$ cat src/rtl/ps2_mouse_packet_tracker.sv
// PS/2 mouse stream packet assembler: frames 3-byte packets, decodes buttons/deltas,
// and keeps a clamped cursor position. Framing loss recovers via sync bit and inter-byte timeout.
module ps2_mouse_packet_tracker #(
    parameter int X_MAX       = 639,
    parameter int Y_MAX       = 479,
    parameter int X_INIT      = 320,
    parameter int Y_INIT      = 240,
    parameter int TIMEOUT_CYC = 1000000
) (
    input  logic       iCLK_50,
    input  logic       iRST_n,
    input  logic [7:0] iBYTE,
    input  logic       iBYTE_VALID,
    input  logic       iCENTER,
    output logic       oLEFBUT,
    output logic       oRIGBUT,
    output logic       oMIDBUT,
    output logic [8:0] oDX,
    output logic [8:0] oDY,
    output logic       oX_OVF,
    output logic       oY_OVF,
    output logic       oPKT_VALID,
    output logic [9:0] oX_POS,
    output logic [9:0] oY_POS,
    output logic       oSYNC_ERR
);
    localparam int TW = $clog2(TIMEOUT_CYC + 1);

    typedef enum logic [1:0] {B0, B1, B2} state_t;

    state_t        state_q, state_d;
    logic [7:0]    byte0_q, byte0_d, byte1_q, byte1_d;
    logic [TW-1:0] timer_q, timer_d;
    logic [2:0]    btn_q, btn_d;
    logic [8:0]    dx_q, dx_d, dy_q, dy_d;
    logic          xovf_q, xovf_d, yovf_q, yovf_d;
    logic          pkt_q, pkt_d, serr_q, serr_d;
    logic [9:0]    x_q, x_d, y_q, y_d;

    logic [8:0]         dx_w, dy_w;
    logic signed [11:0] x_sum, y_sum;
    logic [9:0]         x_clamp, y_clamp;
    logic               expired;

    assign dx_w = {byte0_q[4], byte1_q};
    assign dy_w = {byte0_q[5], iBYTE};

    // Screen Y grows downward, so positive (upward) dy is subtracted.
    assign x_sum = $signed({2'b00, x_q}) + $signed({{3{dx_w[8]}}, dx_w});
    assign y_sum = $signed({2'b00, y_q}) - $signed({{3{dy_w[8]}}, dy_w});

    always_comb begin
        x_clamp = x_sum[9:0];
        if (x_sum[11])                         x_clamp = '0;
        else if (x_sum > $signed(12'(X_MAX)))  x_clamp = 10'(X_MAX);
        y_clamp = y_sum[9:0];
        if (y_sum[11])                         y_clamp = '0;
        else if (y_sum > $signed(12'(Y_MAX)))  y_clamp = 10'(Y_MAX);
    end

    assign expired = (timer_q == TW'(TIMEOUT_CYC - 1));

    always_comb begin
        state_d = state_q;
        byte0_d = byte0_q;
        byte1_d = byte1_q;
        timer_d = timer_q;
        btn_d   = btn_q;
        dx_d    = dx_q;
        dy_d    = dy_q;
        xovf_d  = xovf_q;
        yovf_d  = yovf_q;
        pkt_d   = 1'b0;
        serr_d  = 1'b0;
        x_d     = x_q;
        y_d     = y_q;

        case (state_q)
            B0: begin
                timer_d = '0;
                if (iBYTE_VALID) begin
                    if (iBYTE[3]) begin
                        byte0_d = iBYTE;
                        state_d = B1;
                    end else begin
                        serr_d = 1'b1;
                    end
                end
            end
            B1, B2: begin
                // A byte arriving in the expiry cycle takes priority over the timeout.
                if (iBYTE_VALID) begin
                    timer_d = '0;
                    if (state_q == B1) begin
                        byte1_d = iBYTE;
                        state_d = B2;
                    end else begin
                        state_d = B0;
                        pkt_d   = 1'b1;
                        btn_d   = byte0_q[2:0];
                        dx_d    = dx_w;
                        dy_d    = dy_w;
                        xovf_d  = byte0_q[6];
                        yovf_d  = byte0_q[7];
                        if (!byte0_q[6]) x_d = x_clamp;
                        if (!byte0_q[7]) y_d = y_clamp;
                    end
                end else if (expired) begin
                    timer_d = '0;
                    state_d = B0;
                    serr_d  = 1'b1;
                end else begin
                    timer_d = timer_q + 1'b1;
                end
            end
            default: state_d = B0;
        endcase

        if (iCENTER) begin
            x_d = 10'(X_INIT);
            y_d = 10'(Y_INIT);
        end
    end

    always_ff @(posedge iCLK_50) begin
        if (!iRST_n) begin
            state_q <= B0;
            byte0_q <= '0;
            byte1_q <= '0;
            timer_q <= '0;
            btn_q   <= '0;
            dx_q    <= '0;
            dy_q    <= '0;
            xovf_q  <= 1'b0;
            yovf_q  <= 1'b0;
            pkt_q   <= 1'b0;
            serr_q  <= 1'b0;
            x_q     <= 10'(X_INIT);
            y_q     <= 10'(Y_INIT);
        end else begin
            state_q <= state_d;
            byte0_q <= byte0_d;
            byte1_q <= byte1_d;
            timer_q <= timer_d;
            btn_q   <= btn_d;
            dx_q    <= dx_d;
            dy_q    <= dy_d;
            xovf_q  <= xovf_d;
            yovf_q  <= yovf_d;
            pkt_q   <= pkt_d;
            serr_q  <= serr_d;
            x_q     <= x_d;
            y_q     <= y_d;
        end
    end

    assign oLEFBUT    = btn_q[0];
    assign oRIGBUT    = btn_q[1];
    assign oMIDBUT    = btn_q[2];
    assign oDX        = dx_q;
    assign oDY        = dy_q;
    assign oX_OVF     = xovf_q;
    assign oY_OVF     = yovf_q;
    assign oPKT_VALID = pkt_q;
    assign oSYNC_ERR  = serr_q;
    assign oX_POS     = x_q;
    assign oY_POS     = y_q;
endmodule

$ cat config.mk
export PLATFORM = sky130hd
export DESIGN_NAME = ps2_mouse_packet_tracker
export DESIGN_NICKNAME = d
export VERILOG_FILES = /design/src/rtl/ps2_mouse_packet_tracker.sv
export SDC_FILE = /design/constraint.sdc
export NUM_CORES = 1
export LEC_CHECK = 0
export BUFFER_PORTS_ARGS = -buffer_cell sky130_fd_sc_hd__buf_2
export CAP_MARGIN = 20
export CORE_ASPECT_RATIO = 0.8
export CORE_UTILIZATION = 63
export DETAILED_ROUTE_END_ITERATION = 7
export GPL_TIMING_DRIVEN = 0
export HOLD_SLACK_MARGIN = 0.06
export PLACE_DENSITY = 0.92
export SYNTH_ARGS = -nofsm -noshare
export SYNTH_HDL_FRONTEND = slang
export SYNTH_SLANG_ARGS = --single-unit
export TNS_END_PERCENT = 30
$ cat constraint.sdc
create_clock -name iCLK_50 -period 5.9 [get_ports iCLK_50]
set_input_delay 1.18 -clock iCLK_50 [delete_from_list [all_inputs] [get_ports iCLK_50]]
set_output_delay 1.18 -clock iCLK_50 [all_outputs]
set_load 0.01 [all_outputs]
* After elaboration in Yosys (flattened, before gate mapping)
Index checks and enable logic that the tools add are counted. Widths: inputs -> output; s select.
Storage, ports and cells: register bits 83, output and inout bits 45, word-level logic and storage cells 58
Operators by class: reductions and logical operators 11, equal/unequal tests 6, $add $sub $neg 3, bitwise gates (word level) 4, order comparisons 2, muxes and demuxes 19
Operators with widths (count):
- $mux 10 | 4
- $mux 20 | 2
- $pmux 20 s2 | 1
- $add 20x1->20 const B | 1
- $eq 20x20->1 const B | 1
- $reduce_and 3->1 | 5
- $add 11x9->12 | 1
- $gt 12x10->1 const B | 1
- $gt 12x11->1 const B | 1
- $sub 11x9->12 | 1
- $mux 2 | 5
- $reduce_and 4->1 | 2
- $mux 1 | 5
- $ne 2x2->1 const B | 2
- $not 1->1 | 4
- $pmux 2 s2 | 1
- $reduce_or 2->1 | 2
- $ne 3x3->1 const B | 1
- $eq 2x1->1 const B | 1
- $eq 2x2->1 const B | 1
- $logic_not 2->1 | 1
- $pmux 1 s2 | 1
- $reduce_bool 2->1 | 1

* Depth between registers and ports, before layout
Gate-level depths: netlist of run 1.
depth after elaboration 4, gate-level depth with buffers 11, gate-level depth less buffers 11

* Worst setup path before layout of run 1
Ideal clock, no wire load.
path type input -> register, start in iBYTE[0], end reg y_q[5] (netlist: oY_POS[5]), setup slack 2.691 ns, arrival 3.122 ns, path buffers 0, stages on the path 10, library setup time 0.087 ns, cell sequence ha_1 -> inv_1 -> fa_1 -> a21o_1 -> a221oi_2 -> o21ai_1 -> a21oi_2 -> xnor2_1 -> or3_1 -> o31ai_1
On the way: longest elaborated chain between the ends 4
Ends and longest elaborated chain:
- start, declared | line 12 | input logic [7:0] iBYTE,
- $sub 11x9->12 (*) | line 50 | assign y_sum = $signed({2'b00, y_q}) - $signed({{3{dy_w[8]}}, dy_w});
- $gt 12x10->1 | line 58 | else if (y_sum > $signed(12'(Y_MAX))) y_clamp = 10'(Y_MAX);
- $mux 10 | line 58
- $mux 10 (*) | line 57 | if (y_sum[11]) y_clamp = '0;
- end signal, assigned | line 139 | y_q <= 10'(Y_INIT);
- end signal, assigned | line 153 | y_q <= y_d;
- end, declared | line 38 | logic [9:0] x_q, x_d, y_q, y_d;
Mark *: on every way between the ends. The rest lies on a longest branch, timed or not. A chain may end at the register's enable or synchronous reset.

* Worst setup path after layout of run 1
start in iBYTE[1], end reg y_q[0] (netlist: oY_POS[0])
The elaborated chain is that of the path after synthesis.

==> results.md, run 1 <==
* Vias per cell at 5.990
* # IOs at 57
* Num CTS Buffers at 9
* Antenna cell count at 0
* H-tree depth at 3
* Placed Area at 0.004882 mm^2
* Reg2reg start: byte1_q[0]
* Main synth FF type: dfxtp_1
* Inst Count DP at 687
* CTS tree: built
* FMAX at 0.2920 GHz
* P per Cell Area at 227.5 mW/mm^2
* Crit path DAT at 3630 ps
* RSZ-0062 raised after global routing: false
* R2R setup slack at 2860 ps
* Final Hold Fails at 0
* Kind of critical path: in -> reg
* Seq/Total Area, Yosys at 36.45%
* Worst min-delay path class: reg -> reg
* Fin crit period at 3425 ps
* Final wirelength at 11490 um
* Grt total ovfl at 0
* Synth async-reset ratio at 0%
* Largest family of logic cells by synthesized area: simple AND/OR/NAND/NOR gates
* CP Buf/Inv Count at 2
* Hold_buf cts at 0
* Slew headroom at 43.51%
* Worst Hold Launch: oDY[0]
* Layout area overhead at 12.86%
* Synth Register Bits at 82
* Global Route Usage Sum at 32.02%
* Hold EP: oDY[0]
* Post-synth cell types at 63
* Pins Over Slew Limit at 0
* Slew @ Worst Pin at 847.3 ps
* Worst Path Max Fanout at 9
* Dpl hpwl at 8429 um
* Die Y at 77.62 um
* Die Wd at 96.53 um
* GP Congestion at 0.9197
* Vias in the first global route at 3863
* Leak at 2.007 nW
* CP max-delay cell: a22oi_1
* Initial antenna violation count at 0
* Critical path's largest stage delay at 690 ps
* Clock Tree Buf Depth at 2
* Critical path's top delay family: compound AO/OA/AOI/OAI gates
* Final instance area at 0.005082 mm^2
* CP Capture Type: flip-flop
* Worst Hold Depth at 2
* PortBufs at 54
* CTS root buffer: clkbuf_8
* Residual DRC at 0
* Core area at 0.006892 mm^2
* Pre-CTS setup slack at 2117 ps
* Compound-gate portion of the synthesized area at 21.34%
* Worst EP required at 6100 ps
* DRT antenna net count at 0
* Rows at 27
* Final setup fails at 0
* Startpoint Class: primary input
* RR Endpoint: oX_POS[5]
* Post-route setup slack at 2475 ps
* Synth Instances at 546
* XOR/XNOR share of the synthesized area at 6.613%
* Crit path cell chain: buf_2, inv_1, ha_1, nor2b_1, o2111ai_1, a21oi_1, o31a_1, a22oi_1, a221oi_1
* Commonest non-fill, non-tap cells in the layout: 92 x nand2_1, 82 x dfxtp_1, 58 x buf_2
* Mapped Avg Cell Area at 8.247 um^2
* # resized after CTS at 0
* Sink Count at 82
* Post-Layout Cell Count at 703
* Post-Synth Adder-Cell Area at 8.113%
* Crit path depth at 9
* Layout cells sized above 1 at 14.29%
* Syn. warnings at 0
* Peak VDD IR at 0.0001690 V
* Setup TNS at 0 ps
* Worst-path clk slew at 90 ps
* FF-to-FF path depth at 10
* Number of synthesized flops with an enable pin at 0
* Nets at 651
* Clk_skew at 12.35 ps
* Mux contribution to synthesized area at 0.5557%
* Most common cell after layout, fill and taps aside: nand2_1
* Vias at 4211
* Simple-gate area share of the yosys netlist at 22.56%
* Initial Util at 65.34%
* First-pass GRT wire length at 18480 um
* DR WL/cell at 16.35 um
* Drt pass-1 iters at 7
* Pin count of the biggest net entering global routing at 16
* Final-layout fill cell count at 496
* Worst skew pair latency at 360 ps
* Status: complete, no violations
* Max-Cap Viols at 0
* DRT iter0 DRCs at 281
* Post-CTS Setup Inserts at 0
* Synth Cell Area at 0.004503 mm^2
* Die area at 0.007492 mm^2
* Syn Nets at 586
* Tcrit/Tclk final at 58.05%
-- Yosys cell counts, types with 2 or more instances --
library cell	instances	area share, %
nand2_1	92	7.7
dfxtp_1	82	36
nor2_1	46	3.8
a21boi_0	34	5.7
a21oi_1	28	3.1
inv_1	28	2.3
ha_1	26	7.2
clkbuf_1	19	1.6
xnor2_1	18	3.5
o21ai_0	16	1.8
xor2_1	16	3.1
nand3_1	14	1.6
nor2b_1	12	1.7
nor3_1	11	1.2
o31ai_1	9	1.5
or3_1	6	0.83
and2_1	5	0.69
nand2b_1	5	0.69
nor3b_1	5	0.83
a211oi_1	4	0.67
a221oi_1	4	0.78
and3_1	4	0.56
buf_2	4	0.44
a21o_1	3	0.50
a22oi_1	3	0.50
nand4_1	3	0.42
nor4_1	3	0.42
o21a_1	3	0.50
o22ai_1	3	0.42
a211o_1	2	0.39
fa_1	2	0.89
o21ai_1	2	0.22
o21bai_1	2	0.33
o31a_1	2	0.39
or4_1	2	0.33
-- how the worst max path moves through the flow --
stage / start / end
detailed placement: iBYTE[4] / oY_POS[3]
floorplan: iBYTE[0] / oY_POS[5]
finish: iBYTE[1] / oY_POS[0]
CTS: iBYTE[4] / oY_POS[1]
global route: iBYTE[1] / oY_POS[1]
global placement: iBYTE[1] / oY_POS[0]
-- tightest hold or removal path: stages (launching register included) --
cell      delay, ps
dfxtp_1         310
nand2_1          40
a21boi_0         70
-- state kept, by name, indices dropped and copies added (netlist names), 2 cells and up --
signal / flops
timer_q: 20
oX_POS: 10
oY_POS: 10
oDX: 9
oDY: 9
byte1_q: 8
byte0_q: 7
btn_q: 3
state_q: 2
-- cell type report --
type / count / area, um^2 / area share (%)
Multi-Input combinational cell: 413 / 2665 / 52.44
Sequential cell: 82 / 1642 / 32.30
Timing Repair Buffer: 54 / 270.3 / 5.318
Clock buffer: 9 / 123.9 / 2.437
Tap cell: 87 / 108.9 / 2.142
Inverter: 28 / 105.1 / 2.068
Buffer: 23 / 91.34 / 1.797
Clock inverter: 7 / 76.32 / 1.502
-- cells by family (layout without fill, tap and decap cells) --
group                    Yosys count  count (layout)
XOR/XNOR                          34              34
flip-flops                        82              82
buffers and inverters             51             121
AO/OA/AOI/OAI                    133             133
AND/OR/NAND/NOR                  216             216
multiplexers                       2               2
adder cells (fa/ha/maj)           28              28
-- metal layers --
| metal | track usage [%] | routed length (um) |
|---|---|---|
| met5 | 0 | 0 |
| met4 | 9.706 | 220 |
| met3 | 7.059 | 756 |
| met2 | 51.27 | 5382 |
| met1 | 42.74 | 5132 |
-- power breakdown --
group	total, mW	switching [mW]	internal (mW)
Combinational	0.165	0.103	0.0621
Sequential	0.572	0.00849	0.563
Clock	0.419	0.221	0.198
-- metrics by stage --
step	hold WS [ps]	power, mW	utilization, %
after CTS	467.7	1.154	73.75
after global routing	480.9	1.199	73.75
after detailed placement	455.5	0.7446	70.84
final	465.6	1.156	73.75
after global placement	448.6	0.7394	70.84
after floorplan	440.6	0.7009	-
(Power assumes the default switching activity.)
==> run 2: changes to the inputs <==
--- a/config.mk
+++ b/config.mk
@@ -5,14 +5,15 @@
 export SDC_FILE = /design/constraint.sdc
 export NUM_CORES = 1
 export LEC_CHECK = 0
+export ABC_AREA = 1
 export BUFFER_PORTS_ARGS = -buffer_cell sky130_fd_sc_hd__buf_2
 export CAP_MARGIN = 20
 export CORE_ASPECT_RATIO = 0.8
-export CORE_UTILIZATION = 63
+export CORE_UTILIZATION = 53
 export DETAILED_ROUTE_END_ITERATION = 7
 export GPL_TIMING_DRIVEN = 0
 export HOLD_SLACK_MARGIN = 0.06
-export PLACE_DENSITY = 0.92
+export PLACE_DENSITY = 0.83
 export SYNTH_ARGS = -nofsm -noshare
 export SYNTH_HDL_FRONTEND = slang
 export SYNTH_SLANG_ARGS = --single-unit
==> constraint.sdc (replaced) <==
create_clock -name iCLK_50 -period 2.9 [get_ports iCLK_50]
set_input_delay 0.58 -clock iCLK_50 [delete_from_list [all_inputs] [get_ports iCLK_50]]
set_output_delay 0.58 -clock iCLK_50 [all_outputs]
set_load 0.01 [all_outputs]
==> results.md, run 2 <==
* Cells taking the most area after synthesis: dfxtp_1 36%, nand2_1 10%, ha_1 7.1%, a21oi_1 6.4%, inv_1 6.0%
* # IOs at 57
* CTS tree: built
* Worst EP required at 3150 ps
* Max reg flops at 20
* Global Route Usage Sum at 25.87%
* Pins Over Slew Limit at 0
* Worst Path Max Fanout at 8
* Grt total ovfl at 0
* Clk pwr share at 31.2%
* Highest metal used: met4
* DRT antenna net count at 0
* CP Capture Type: flip-flop
* Clock Tree Buf Depth at 2
* Post-route setup slack at 560.3 ps
* Status: complete, no violations
* # resized after CTS at 0
* Share of power burned in registers at 52.0%
* Layout area overhead at 12.57%
* Die Y at 84.95 um
* Post-synth cell types at 38
* Slew @ Worst Pin at 686.0 ps
* Final Hold Fails at 0
* RR Endpoint: oX_POS[6]
* Synth Cell Area at 0.004558 mm^2
* Net switching power at 672.0 uW
* Pin count of the biggest net entering global routing at 13
* Die Wd at 105.7 um
* RSZ-0062 raised after global routing: false
* Drt pass-1 iters at 5
* Kind of critical path: reg -> reg
* Antenna cell count at 0
* Combinational power share at 16.8%
* DRT iter0 DRCs at 311
* Tcrit/Tclk final at 80.68%
* Post-synth top area cell: dfxtp_1
* Hold_buf cts at 0
* Leak at 2.314 nW
* Rows at 29
* Final wirelength at 11340 um
* Final Util at 63.13%
* Synth Instances at 635
* Seq/Total Area, Yosys at 36.01%
* Synth Register Bits at 82
* Metal3 WL at 767 um
* Sink Count at 82
* PortBufs at 56
* Most common cell in the synthesized netlist: nand2_1
* DR WL/cell at 13.95 um
* Residual DRC at 0
* Power Internal at 1.614 mW
* Vias in the first global route at 3951
* Setup TNS at 0 ps
* Max-Cap Viols at 0
* Clk_skew at 8.585 ps
* Yosys top cell area share at 36.01%
* Number of synthesized flops with an enable pin at 0
* Synth async-reset ratio at 0%
* Worst-path clk slew at 80 ps
* Startpoint Class: flip-flop
* Hold WS at 460.5 ps
* Final-layout fill cell count at 738
* CTS root buffer: clkbuf_8
* Post-CTS Setup Inserts at 0
* FF-to-FF path depth at 14
* Worst skew pair latency at 360 ps
* R2R setup slack at 560 ps
* Commonest non-fill, non-tap cells in the layout: 125 x nand2_1, 82 x dfxtp_1, 73 x inv_1
* Initial antenna violation count at 0
* Worst min-delay path class: reg -> reg
* Met1 WL at 5276 um
* H-tree depth at 3
* Pre-CTS setup slack at 313.1 ps
* Biggest register: timer_q
* Peak VDD IR at 0.0002887 V
* Fin crit period at 2340 ps
* Die area at 0.008977 mm^2
* Dpl hpwl at 8837 um
* Vias at 4373
* Main synth FF type: dfxtp_1
* Core area at 0.008128 mm^2
* Final setup fails at 0
* Layout cells sized above 1 at 16.74%
* Vias per cell at 5.379
* Syn. warnings at 0
* Crit path DAT at 2590 ps
* P per Cell Area at 445.5 mW/mm^2
* Slew headroom at 54.27%
* Num CTS Buffers at 9
* Syn Nets at 675
* FMAX at 0.4274 GHz
* Reg2reg start: oX_POS[0]
* GP Congestion at 0.8920
* Most common cell after layout, fill and taps aside: nand2_1
* Most frequent cells after synthesis: 125 x nand2_1, 82 x dfxtp_1, 73 x inv_1, 71 x nor2_1, 58 x a21oi_1
* Initial Util at 56.08%
* Tot Pwr at 2.286 mW
* Nets at 742
* Net Sw Frac at 29.40%
* Mapped Avg Cell Area at 7.178 um^2
* Metal2 WL at 5099 um
* Origin of the worst setup path: oX_POS[0]
* First-pass GRT wire length at 18350 um
* Setup crit end: oX_POS[6]
[run 2: worst min-delay path by stage]
| stage | start | end | slack, ps | depth (start not counted) |
|---|---|---|---|---|
| floorplan | byte0_q[0] | btn_q[0] | 430 | 2 |
| global placement | byte0_q[1] | byte0_q[1] | 440 | 2 |
| detailed placement | byte0_q[2] | btn_q[2] | 450 | 2 |
| CTS | byte0_q[0] | btn_q[0] | 460 | 2 |
| global route | byte0_q[0] | btn_q[0] | 470 | 2 |
| finish | byte0_q[2] | byte0_q[2] | 460 | 2 |
[run 2: cell families (layout without fill, tap and decap cells)]
family / after synthesis / in the layout / share of synthesized area (%)
DFF: 82 / 82 / 36.01
buffers and inverters: 97 / 167 / 8.400
adders and majority gates: 28 / 28 / 8.015
xor gates and xnor gates: 19 / 19 / 3.816
and+or+nand+nor: 285 / 285 / 28.63
AOI/OAI and AO/OA: 124 / 124 / 15.13
[run 2: power groups by stage]
stage / clock network (mW) / logic [mW] / registers, mW
after floorplan: 0 / 0.268 / 1.22
after global placement: 0 / 0.364 / 1.21
after detailed placement: 0 / 0.377 / 1.21
after CTS: 0.725 / 0.379 / 1.19
after global routing: 0.775 / 0.425 / 1.19
final: 0.714 / 0.383 / 1.19
[run 2: worst max-delay path, cell delays in order (launching register included)]
cell,delay [ps]
dfxtp_1,380
ha_1,220
inv_1,100
fa_1,440
nand3b_1,180
nand2_1,100
nand4_1,120
nand2_1,90
nand2_1,40
nand2_1,70
nand2_1,90
nand3_4,110
nand2_2,70
o21ai_0,150
nand2_1,60
[run 2: cell type report]
type,instances,area (um^2),share of cell area [%]
Buffer,13,67.56,1.317
Clock buffer,10,137.6,2.682
Clock inverter,4,20.02,0.3901
Inverter,84,315.3,6.145
Multi-Input combinational cell,456,2534,49.38
Sequential cell,82,1642,31.99
Tap cell,108,135.1,2.634
Timing Repair Buffer,56,280.3,5.462
[run 2: metrics by stage]
stage / instance area [um^2] / cells
6_report: 5131 / 813
5_1_grt: 5131 / 813
2_1_floorplan: 4558 / 635
3_3_place_gp: 4974 / 799
3_5_place_dp: 4974 / 799
4_1_cts: 5131 / 813
[run 2: layer usage]
layer | track usage [%] | up-vias
li1 | - | 2200
met1 | 33.65 | 2004
met2 | 41.47 | 152
met3 | 7.373 | 17
met4 | 8.586 | 0
met5 | 0 | -
==> run 3: changes to the inputs <==
--- a/config.mk
+++ b/config.mk
@@ -9,11 +9,11 @@
 export BUFFER_PORTS_ARGS = -buffer_cell sky130_fd_sc_hd__buf_2
 export CAP_MARGIN = 20
 export CORE_ASPECT_RATIO = 0.8
-export CORE_UTILIZATION = 53
+export CORE_UTILIZATION = 58
 export DETAILED_ROUTE_END_ITERATION = 7
 export GPL_TIMING_DRIVEN = 0
 export HOLD_SLACK_MARGIN = 0.06
-export PLACE_DENSITY = 0.83
+export PLACE_DENSITY = 0.86
 export SYNTH_ARGS = -nofsm -noshare
 export SYNTH_HDL_FRONTEND = slang
 export SYNTH_SLANG_ARGS = --single-unit
==> constraint.sdc (replaced) <==
create_clock -name iCLK_50 -period 2.4 [get_ports iCLK_50]
set_input_delay 0.48 -clock iCLK_50 [delete_from_list [all_inputs] [get_ports iCLK_50]]
set_output_delay 0.48 -clock iCLK_50 [all_outputs]
set_load 0.01 [all_outputs]
==> results.md, run 3 (synthesis gave the netlist of run 2 again) <==
* Nets at 742
* Vias per cell at 5.401
* H-tree depth at 3
* # IOs at 57
* Vias at 4386
* Reg2reg start: byte1_q[0]
* Peak VDD IR at 0.0003070 V
* Worst min-delay path class: in -> reg
* Sink Count at 82
* RR Endpoint: oX_POS[7]
* Fin crit period at 2200 ps
* Leak at 2.314 nW
* Residual DRC at 0
* Worst EP required at 2690 ps
* Tot Pwr at 2.918 mW
* Worst skew pair latency at 360 ps
* Inst Count DP at 796
* Crit path depth at 15
* Global Route Usage Sum at 28.29%
* CP Capture Type: flip-flop
* Worst Path Max Fanout at 8
* DR WL/cell at 13.66 um
* Critical path's top delay family: simple AND/OR/NAND/NOR gates
* Crit path cell chain: ha_2, inv_1, fa_2, nand3b_1, nand2_1, nand4_1, nand2_1, nand2_1, nand2_1, nand2_1, nand3_4, nand2_2, inv_2, nand2_1, a21oi_2
* Die Wd at 101.1 um
* Placed Area at 0.004970 mm^2
* FF-to-FF path depth at 15
* Hold_buf cts at 0
* Status: complete, no violations
* Max reg flops at 20
* Critical path's largest stage delay at 380 ps
* Commonest non-fill, non-tap cells in the layout: 125 x nand2_1, 80 x dfxtp_1, 72 x inv_1
* Initial Util at 60.80%
* Max-Cap Viols at 0
* Origin of the worst setup path: byte1_q[0]
* Die area at 0.008220 mm^2
* Drt pass-1 iters at 6
* Most Frequent Cell on Critical Path: nand2_1
* CP Buf/Inv Count at 2
* Post-Layout Cell Count at 812
* Layout cells sized above 1 at 17.68%
* Crit path DAT at 2490 ps
* Slew headroom at 58.20%
* Die Y at 81.29 um
* RSZ-0062 raised after global routing: false
* Grt total ovfl at 0
* DRT iter0 DRCs at 271
* Pins Over Slew Limit at 0
* CTS tree: built
* Clk_skew at 6.553 ps
* Antenna cell count at 0
* Biggest register: timer_q
* Setup crit end: oX_POS[7]
* DRT antenna net count at 0
* GP Congestion at 0.8968
* Worst-path clk slew at 90 ps
* FMAX at 0.4545 GHz
* Most common cell after layout, fill and taps aside: nand2_1
* Worst Hold Launch: iBYTE[7]
* CTS root buffer: clkbuf_8
* Rows at 28
* Layout area overhead at 13.62%
* Final Util at 69.08%
* Slew @ Worst Pin at 627.0 ps
* Core area at 0.007497 mm^2
* Hold WS at 429.6 ps
* P per Cell Area at 563.4 mW/mm^2
* Vias in the first global route at 3786
* R2R setup slack at 200 ps
* Kind of critical path: reg -> reg
* Initial antenna violation count at 0
* Final Hold Fails at 0
* Dpl hpwl at 8616 um
* First-pass GRT wire length at 17920 um
* Startpoint Class: flip-flop
* Final wirelength at 11090 um
* PortBufs at 56
* Final setup fails at 0
* CP max-delay cell: fa_2
* Final instance area at 0.005179 mm^2
* Num CTS Buffers at 9
* Tcrit/Tclk final at 91.68%
* Pin count of the biggest net entering global routing at 16
* Clock Tree Buf Depth at 2
-- run 3: cell types whose count changed in the layout (fill, tap and decap cells not counted), moves of 2 or more --
cell	before	now
clkinvlp_4	0	4
dfxtp_2	0	2
dfxtp_1	82	80
clkinv_2	4	0
inv_6	0	2
-- run 3: area by class of cell --
| cell class | instances | area [um^2] |
|---|---|---|
| Clock buffer | 9 | 123.9 |
| Clock inverter | 7 | 77.57 |
| Multi-Input combinational cell | 456 | 2539 |
| Sequential cell | 82 | 1644 |
| Buffer | 13 | 67.56 |
| Tap cell | 105 | 131.4 |
| Inverter | 84 | 315.3 |
| Fill cell | 621 | 2318 |
| Timing Repair Buffer | 56 | 280.3 |
-- run 3: routing by layer --
layer / track usage [%] / up-vias / part of all wire [%]
li1: - / 2209 / -
met1: 37.51 / 1995 / 45
met2: 46.53 / 159 / 47
met3: 5.336 / 23 / 5.7
met4: 9.275 / 0 / 2.1
met5: 0 / - / 0
-- run 3: worst min path at each step --
stage	end	slack, ps	cells past startpoint
final	oDY[7]	430	3
after global routing	oDY[7]	440	3
after CTS	oDY[7]	420	3
after detailed placement	btn_q[1]	450	2
after global placement	btn_q[2]	440	2
after floorplan	btn_q[0]	430	2
-- run 3: worst reg2reg max path, stage by stage, from the launching register on --
cell      delay, ps
dfxtp_2         360
ha_2            190
inv_1            70
fa_2            380
nand3b_1        170
nand2_1         110
nand4_1         110
nand2_1          80
nand2_1          50
nand2_1          80
nand2_1         100
nand3_4         120
nand2_2          80
inv_2            60
nand2_1          60
a21oi_2         130
-- run 3: through the flow --
| step | setup TNS [ps] | worst slack [ps] |
|---|---|---|
| 6_report | 0 | 199.8 |
| 4_1_cts | 0 | 57.14 |
| 5_1_grt | 0 | 29.41 |
| 2_1_floorplan | 0 | 278.6 |
| 3_3_place_gp | 0 | 17.87 |
| 3_5_place_dp | -93.94 | -41.88 |
-- run 3: report_power, final --
group          total (mW)  leakage, nW  internal [mW]  switching [mW]
Clock                1.02       0.0885          0.487           0.537
Combinational       0.458         1.56          0.161           0.297
Sequential           1.44        0.666           1.40          0.0310
Total                2.92         2.31           2.05           0.865
-- run 3: repair_timing --
action	CTS	global route
endpoints found under the setup margin	0	12
gates resized for setup	0	6
setup buffers	0	0
